`src/rtl/fft4_pkg.sv`:
```
// Shared types and complex-arithmetic helpers for the 4-point FFT datapath.
// All arithmetic wraps at the 16-bit component width.
package fft4_pkg;

    typedef struct packed {
        logic signed [15:0] re;
        logic signed [15:0] im;
    } complex_t;

    typedef enum logic [1:0] {
        ST_IDLE   = 2'd0,
        ST_STAGE1 = 2'd1,
        ST_STAGE2 = 2'd2,
        ST_DONE   = 2'd3
    } fft_state_e;

    localparam complex_t C_ZERO = '{re: 16'sd0, im: 16'sd0};

    function automatic complex_t c_add(input complex_t p, input complex_t q);
        complex_t r;
        r.re = p.re + q.re;
        r.im = p.im + q.im;
        return r;
    endfunction

    function automatic complex_t c_sub(input complex_t p, input complex_t q);
        complex_t r;
        r.re = p.re - q.re;
        r.im = p.im - q.im;
        return r;
    endfunction

    // Multiply by -j: (re + j*im) * -j = im - j*re
    function automatic complex_t c_mul_negj(input complex_t p);
        complex_t r;
        r.re = p.im;
        r.im = -p.re;
        return r;
    endfunction

endpackage

```
`src/rtl/fft_butterfly2.sv`:
```
// Combinational radix-2 butterfly: produces p+q and p-q with wrapping arithmetic.
module fft_butterfly2
    import fft4_pkg::*;
(
    input  complex_t p,
    input  complex_t q,
    output complex_t sum,
    output complex_t diff
);

    assign sum  = c_add(p, q);
    assign diff = c_sub(p, q);

endmodule

```
`src/rtl/fft_4point_32bit.sv`:
```
// 4-point radix-2 DIT FFT: capture, one registered butterfly stage, registered outputs.
// Results appear two edges after the capture edge, flagged by a one-cycle done pulse.
module fft_4point_32bit
    import fft4_pkg::*;
#(
    parameter int HALF_W = 16
)
(
    input  logic                  clk,
    input  logic                  reset,
    input  logic                  start,
    input  logic [2*HALF_W-1:0]   in0,
    input  logic [2*HALF_W-1:0]   in1,
    input  logic [2*HALF_W-1:0]   in2,
    input  logic [2*HALF_W-1:0]   in3,
    output logic [2*HALF_W-1:0]   out0,
    output logic [2*HALF_W-1:0]   out1,
    output logic [2*HALF_W-1:0]   out2,
    output logic [2*HALF_W-1:0]   out3,
    output logic                  done
);

    fft_state_e state_r, next_state_s;
    complex_t   x0_r, x1_r, x2_r, x3_r;
    complex_t   a_r, b_r, c_r, d_r;
    complex_t   a_s, b_s, c_s, d_s;
    complex_t   x0_s, x1_s, x2_s, x3_s;
    complex_t   dj_s;
    complex_t   out0_r, out1_r, out2_r, out3_r;
    logic       done_r;

    fft_butterfly2 u_bf_s1_ev (.p(x0_r), .q(x2_r), .sum(a_s),  .diff(b_s));
    fft_butterfly2 u_bf_s1_od (.p(x1_r), .q(x3_r), .sum(c_s),  .diff(d_s));

    assign dj_s = c_mul_negj(d_r);

    fft_butterfly2 u_bf_s2_ev (.p(a_r),  .q(c_r),  .sum(x0_s), .diff(x2_s));
    fft_butterfly2 u_bf_s2_od (.p(b_r),  .q(dj_s), .sum(x1_s), .diff(x3_s));

    // State register
    always_ff @(posedge clk or negedge reset) begin
        if (!reset) begin
            state_r <= ST_IDLE;
        end else begin
            state_r <= next_state_s;
        end
    end

    // Next-state logic; start only matters in IDLE
    always_comb begin
        next_state_s = state_r;
        case (state_r)
            ST_IDLE: begin
                if (start) begin
                    next_state_s = ST_STAGE1;
                end else begin
                    next_state_s = ST_IDLE;
                end
            end
            ST_STAGE1: next_state_s = ST_STAGE2;
            ST_STAGE2: next_state_s = ST_DONE;
            ST_DONE:   next_state_s = ST_IDLE;
            default:   next_state_s = ST_IDLE;
        endcase
    end

    // Datapath registers: capture, stage-1 results, output bins and done flag
    always_ff @(posedge clk or negedge reset) begin
        if (!reset) begin
            x0_r   <= C_ZERO;
            x1_r   <= C_ZERO;
            x2_r   <= C_ZERO;
            x3_r   <= C_ZERO;
            a_r    <= C_ZERO;
            b_r    <= C_ZERO;
            c_r    <= C_ZERO;
            d_r    <= C_ZERO;
            out0_r <= C_ZERO;
            out1_r <= C_ZERO;
            out2_r <= C_ZERO;
            out3_r <= C_ZERO;
            done_r <= 1'b0;
        end else begin
            case (state_r)
                ST_IDLE: begin
                    done_r <= 1'b0;
                    if (start) begin
                        x0_r <= in0;
                        x1_r <= in1;
                        x2_r <= in2;
                        x3_r <= in3;
                    end
                end
                ST_STAGE1: begin
                    a_r    <= a_s;
                    b_r    <= b_s;
                    c_r    <= c_s;
                    d_r    <= d_s;
                    done_r <= 1'b0;
                end
                ST_STAGE2: begin
                    out0_r <= x0_s;
                    out1_r <= x1_s;
                    out2_r <= x2_s;
                    out3_r <= x3_s;
                    done_r <= 1'b1;
                end
                ST_DONE: done_r <= 1'b0;
                default: done_r <= 1'b0;
            endcase
        end
    end

    assign out0 = out0_r;
    assign out1 = out1_r;
    assign out2 = out2_r;
    assign out3 = out3_r;
    assign done = done_r;

endmodule

```
`config.mk`:
```
export PLATFORM = sky130hd
export DESIGN_NAME = fft_4point_32bit
export DESIGN_NICKNAME = d
export VERILOG_FILES = /design/src/rtl/fft4_pkg.sv /design/src/rtl/fft_butterfly2.sv /design/src/rtl/fft_4point_32bit.sv
export SDC_FILE = /design/constraint.sdc
export NUM_CORES = 1
export LEC_CHECK = 0
export ABC_AREA = 1
export BUFFER_PORTS_ARGS = -buffer_cell sky130_fd_sc_hd__buf_2
export CAP_MARGIN = 25
export CORE_MARGIN = 1
export CORE_UTILIZATION = 50
export CTS_CLUSTER_DIAMETER = 40
export DETAILED_ROUTE_END_ITERATION = 8
export GPL_ROUTABILITY_DRIVEN = 0
export GPL_TIMING_DRIVEN = 0
export PLACE_DENSITY = 0.69
export SLEW_MARGIN = 40
export SYNTH_ARGS = -nofsm -noshare
export SYNTH_HDL_FRONTEND = slang
export SYNTH_SLANG_ARGS = --single-unit
```
`constraint.sdc`:
```
create_clock -name clk -period 5.2 [get_ports clk]
set_clock_uncertainty 0.05 [all_clocks]
set_input_delay 0.52 -clock clk [delete_from_list [all_inputs] [get_ports clk]]
set_output_delay 0.52 -clock clk [all_outputs]
set_load 0.05 [all_outputs]
```
==> flow_summary.toml, run 1 <==
[logic_synthesis]
yosysSeqAreaShare = 0.3356
ys_types = 41
synth-seq-cells = 379
yosys.area_share.simple = 0.2914
syn_area_um2 = 28260
syn_inst = 4002
synth_ff_type = "dfrtp_1"
synthArstFlopShare = 1.000
synth_top_cells_by_area = "dfrtp_1 34%, nand2_1 16%, ha_1 11%"
yosysWarnings = 0
synthMuxAreaShare = 0.02550
yosysMostFrequentCell = "nand2_1"
yosysTopAreaCell = "dfrtp_1"
synthTopCellsByCount = "1225 x nand2_1, 566 x inv_1, 379 x dfrtp_1, 356 x nand3_1, 301 x nor2_1"
synth-compound-area-share = 0.09772
synthAdderAreaFrac = 0.1220
syn_area_per_cell_um2 = 7.061
synth_top_family_by_area = "simple AND/OR/NAND/NOR gates"
synth-xor-area-share = 0.02201
syn-num-nets = 4399
synth_edf_count = 0
yosysTopAreaCellShare = 0.3356

[placement]
dp_slack_ns = 1.990
portBuffers = 259
hpwl_mm = 73.01

[timing]
timing.setup.tns_ns = 0
rsz0062_at_grt = "false"
worst_pin_slew_ns = 0.8854
hold_viol = 0
fin_ws_ns = 1.900
maxSlewHeadroom = 0.4077
setup_viol = 0
slew_violations = 0
period_share = 0.6346
max_freq_mhz = 303.0
fin_hold_ws_ns = 0.06090
fin_crit_ns = 3.300

[cts]
insertion_delay_ns = 0.64
cts_tree = "yes"
path_clk_slew_ns = 0.06
post_cts_resized = 0
cts_max_path_buffers = 3
numCtsBuffers = 60
clockRootBuffer = "clkbuf_16"
cts_sinks = 379
cts-htree-levels = 2

[setup_path]
endpoint_kind = "flip-flop"
r2r_start = "c_r[16]$_DFFE_PN0N_"
endpoint = "out3[7]$_DFFE_PN0P_"
crit_chain = "inv_1 -> ha_1 -> nand3_1 -> nor2_1 -> xor2_1 -> inv_1 -> ha_1 -> buf_4 -> nor2_2 -> and2_1 -> nand2_1 -> nand2_1 -> xor2_1 -> o21ai_1"
timing.rr.end = "out3[7]$_DFFE_PN0P_"
r2r_cells = 14
slowest_stage = "dfrtp_1"
critPathKind = "reg -> reg"
critPathRequiredTime_ns = 5.64
arrival_ns = 3.74
reg2reg_slack_ns = 1.90
path_buf_inv = 3
cp-startpoint = "c_r[16]$_DFFE_PN0N_"
crit_fanout = 7
cp.depth = 14
cpPeakStageDelay_ns = 0.51
startpoint_type = "flip-flop"
path_delay_family = "simple AND/OR/NAND/NOR gates"

[route]
vias_per_cell = 5.268
drt_iter0_drc = 2513
drtAntennaViolNets = 0
route.detailed.drc = 0
wl_per_cell_um = 17.38
detail_route.first_pass.iterations = 6
vias = 27022
wl_mm = 89.15

[global_route]
overflow = 0
grt_pass1_vias = 25157
grt_first_pass_wirelength_mm = 139.3
gr-usage-all-layers = 0.3138
antenna_found_initial = 3
grt_max_degree = 77

[floorplanning]
core-area_um2 = 55420
rows = 86
fp.dieArea_um2 = 57470
die_y_um = 239.7
pin_count = 260
start_util = 0.5099
fp.dieW_um = 239.7

[layout]
drive_above_1_share = 0.1342
area_growth_pct = 15.86
utilization = 0.5908
final_net_count = 4726
insertedDiodeCount = 0

[min_path]
whs_path_depth = 2
hp-class = "in -> reg"

[job]
maxCapViolations = 0

[run_status]
status = "finished clean"
## state kept, by name (all words and copies together), names as in the netlist
register and count:
a_r 32, b_r 30, c_r 32, d_r 30, done 1, out0 32
out1 32, out2 30, out3 30, state_r 2, x0_r 32, x1_r 32
x2_r 32, x3_r 32
## placed cells by master, fill, tap and decap left out, types with 8 or more instances in the layout
| cell type | n |
|---|---|
| xor2_1 | 66 |
| inv_6 | 11 |
| o21ai_2 | 8 |
| nand3_1 | 356 |
| dfrtp_1 | 379 |
| o21bai_1 | 40 |
| a21oi_1 | 234 |
| fa_1 | 16 |
| buf_4 | 34 |
| o21a_1 | 8 |
| a31oi_1 | 8 |
| inv_1 | 566 |
| buf_2 | 336 |
| clkbuf_8 | 9 |
| o21ai_0 | 174 |
| nand3b_1 | 14 |
| mux2_2 | 64 |
| ha_1 | 250 |
| clkbuf_1 | 30 |
| nor2_1 | 301 |
| clkbuf_16 | 60 |
| nand2_1 | 1225 |
| nor3_1 | 29 |
| o22ai_1 | 10 |
| nand4_1 | 37 |
| and2_1 | 17 |
## layer usage
layer	part of all wire	up-vias	global-route usage
li1	-	13317	-
met1	0.44	12418	0.4293
met2	0.44	1098	0.4889
met3	0.086	183	0.05751
met4	0.041	6	0.1241
met5	0.00038	-	0
## cell families (layout without fill, tap and decap cells)
group           count (synthesis)  count (layout)
xor+xnor                       71              71
flops                         379             379
buf+inv                       721            1100
mux                            64              64
compound gates                503             503
simple gates                 1998            1998
fa+ha+maj                     266             266
## repair_timing
| item | in CTS | in global routing |
|---|---|---|
| hold endpoints to repair | 25 | 0 |
| hold buffers | 1 | 0 |
| setup buffers | 0 | 0 |
## how the worst min path moves through the flow
| stage | startpoint | to | slack [ns] |
|---|---|---|---|
| 6_report | in1[6] | x1_r[6]$_DFFE_PN0P_ | 0.06 |
| 3_5_place_dp | reset | out0[9]$_DFFE_PN0P_ | 0.35 |
| 2_1_floorplan | reset | a_r[0]$_DFFE_PN0N_ | 0.17 |
| 4_1_cts | in1[6] | x1_r[6]$_DFFE_PN0P_ | 0.04 |
| 5_1_grt | in1[6] | x1_r[6]$_DFFE_PN0P_ | 0.04 |
| 3_3_place_gp | out3[1]$_DFFE_PN0P_ | out3[1]$_DFFE_PN0P_ | 0.41 |
## through the flow
step	std cells	cell area, um2
finish	5129	32740
global route	5129	32740
CTS	5129	32740
detailed placement	5014	30640
global placement	5009	30490
floorplan	4002	28260
## layout make-up
cell class,count,area [um2]
inverters,570,2140
clock inverters,39,445.4
clock buffers,75,1648
flip-flops and latches,379,9484
multi-input cells,2902,15790
plain buffers,151,848.3
well taps,748,935.9
repair buffers,265,1454
fillers,5272,22670
Power of run 1 is not shown: default switching activity piles up to over one toggle a cycle in this logic, so the estimate is an artifact.
==> run 2: changes to the inputs <==
--- a/config.mk
+++ b/config.mk
@@ -14,7 +14,7 @@
 export DETAILED_ROUTE_END_ITERATION = 8
 export GPL_ROUTABILITY_DRIVEN = 0
 export GPL_TIMING_DRIVEN = 0
-export PLACE_DENSITY = 0.69
+export PLACE_DENSITY = 0.72
 export SLEW_MARGIN = 40
 export SYNTH_ARGS = -nofsm -noshare
 export SYNTH_HDL_FRONTEND = slang
==> constraint.sdc (replaced) <==
create_clock -name clk -period 3 [get_ports clk]
set_clock_uncertainty 0.05 [all_clocks]
set_input_delay 0.3 -clock clk [delete_from_list [all_inputs] [get_ports clk]]
set_output_delay 0.3 -clock clk [all_outputs]
set_load 0.05 [all_outputs]
==> run 2 against run 1 <==
Effect of this change:
- non-clock buffer count up 131
- fmax up 18%
- register-to-register slack worse by 1.7 ns
- critical path depth up 3
- design area up 4.8%
- flip-flop and latch count unchanged
- critical path type unchanged
- highest routed layer unchanged
==> flow_summary.toml, run 2 (synthesized netlist as in run 1, its figures left out) <==
[run_status]
status = "finished clean"

[setup_path]
r2r_start = "c_r[16]$_DFFE_PN0N_"
reg2reg_slack_ns = 0.21
startpoint_type = "flip-flop"
critPathKind = "reg -> reg"
timing.rr.end = "out3[15]$_DFFE_PN0P_"
cp-startpoint = "c_r[16]$_DFFE_PN0N_"
r2r_cells = 17
critPathRequiredTime_ns = 3.42
arrival_ns = 3.21
crit_fanout = 7
endpoint_kind = "flip-flop"

[route]
vias_per_cell = 5.334
detail_route.first_pass.iterations = 6
drt_iter0_drc = 2765
wl_mm = 92.45
route.detailed.drc = 0
wl_per_cell_um = 17.54
vias = 28112
drtAntennaViolNets = 0

[cts]
cts-htree-levels = 3
cts_sinks = 379
numCtsBuffers = 66
path_clk_slew_ns = 0.06
insertion_delay_ns = 0.60
cts_max_path_buffers = 3
cts_tree = "yes"
clockRootBuffer = "clkbuf_16"

[timing]
period_share = 0.9308
setup_viol = 0
max_freq_mhz = 358.1
fin_crit_ns = 2.792
slew_violations = 0
worst_pin_slew_ns = 0.9085
maxSlewHeadroom = 0.3943
hold_viol = 0
fin_ws_ns = 0.2076

[layout]
final_common_cell = "nand2_1"
area_growth_pct = 21.45
final_net_count = 4863
final_cell_mix = "1224 x nand2_1, 566 x inv_1, 378 x dfrtp_1"
drive_above_1_share = 0.1339

[placement]
dp_slack_ns = -0.1990
hpwl_mm = 73.19
portBuffers = 259

[job]
maxCapViolations = 0

[floorplanning]
die_y_um = 239.7
rows = 86
start_util = 0.5099
pin_count = 260
core-area_um2 = 55420
fp.dieArea_um2 = 57470
fp.dieW_um = 239.7

[min_path]
hp-class = "in -> async"

[global_route]
grt_pass1_vias = 26479
overflow = 0
grt_first_pass_wirelength_mm = 143.7
gr-usage-all-layers = 0.3235
antenna_found_initial = 7
grt_max_degree = 75
[run 2: cell types whose count changed in the layout (fill, tap and decap cells not counted), sizes merged, moves of 3 or more]
cell / delta
dlygate4sd3: +129
clkbuf: +3
diode: +4
clkinv: +5
[run 2: critical path: stages (launching register included)]
cell and delay, ns:
dfrtp_2 0.41, inv_1 0.08, ha_2 0.21, nand3_1 0.13, nor2_2 0.18, xor2_1 0.21
inv_1 0.06, ha_1 0.27, buf_4 0.17, nor2_4 0.14, and2_1 0.15, nand2_1 0.10
nand2_4 0.12, nand2_1 0.09, nand2_1 0.07, nand2_1 0.04, nand3_1 0.10, nand2_1 0.06
[run 2: area by class of cell]
class / count / area (um2)
Sequential cell: 379 / 9485
Clock inverter: 42 / 513.0
Buffer: 151 / 848.3
Fill cell: 5025 / 21100
Inverter: 570 / 2140
Multi-Input combinational cell: 2902 / 15850
Clock buffer: 78 / 1768
Antenna cell: 4 / 10.01
Tap cell: 748 / 935.9
Timing Repair Buffer: 396 / 2773
[run 2: what timing repair did]
action	4_1_cts	5_1_grt
resized for setup	5	8
hold buffers	130	0
pin swaps	0	5
setup buffers	0	1
setup endpoints to repair	4	14
cloned	0	0
endpoints found under the hold margin	278	0
[run 2: stage by stage]
stage / setup TNS [ns] / std cells / area (um2) / hold WS (ns) / util
2_1_floorplan: 0 / 4002 / 28260 / -0.04559 / -
3_3_place_gp: -2199.11 / 5009 / 30490 / 0.4058 / 0.5502
3_5_place_dp: -0.2363 / 5015 / 30660 / 0.1679 / 0.5532
4_1_cts: 0 / 5265 / 34270 / 0.1344 / 0.6183
5_1_grt: -0.007301 / 5268 / 34320 / 0.1720 / 0.6192
6_report: 0 / 5270 / 34320 / 0.1348 / 0.6193
[run 2: layer usage]
| layer | global-route usage | share of wire | vias to the layer above |
|---|---|---|---|
| met5 | 0 | 0.00044 | - |
| li1 | - | - | 13608 |
| met1 | 0.4344 | 0.43 | 13034 |
| met4 | 0.1550 | 0.048 | 6 |
| met2 | 0.5079 | 0.44 | 1232 |
| met3 | 0.05117 | 0.082 | 232 |
[run 2: worst max path at each step]
stage / depth (start not counted) / to
6_report: 17 / out3[15]$_DFFE_PN0P_
5_1_grt: 17 / out3[15]$_DFFE_PN0P_
4_1_cts: 17 / out3[15]$_DFFE_PN0P_
3_5_place_dp: 14 / out3[7]$_DFFE_PN0P_
3_3_place_gp: 1 / x1_r[24]$_DFFE_PN0P_
2_1_floorplan: 16 / out1[15]$_DFFE_PN0P_
Power of run 2 is left out for the same reason.
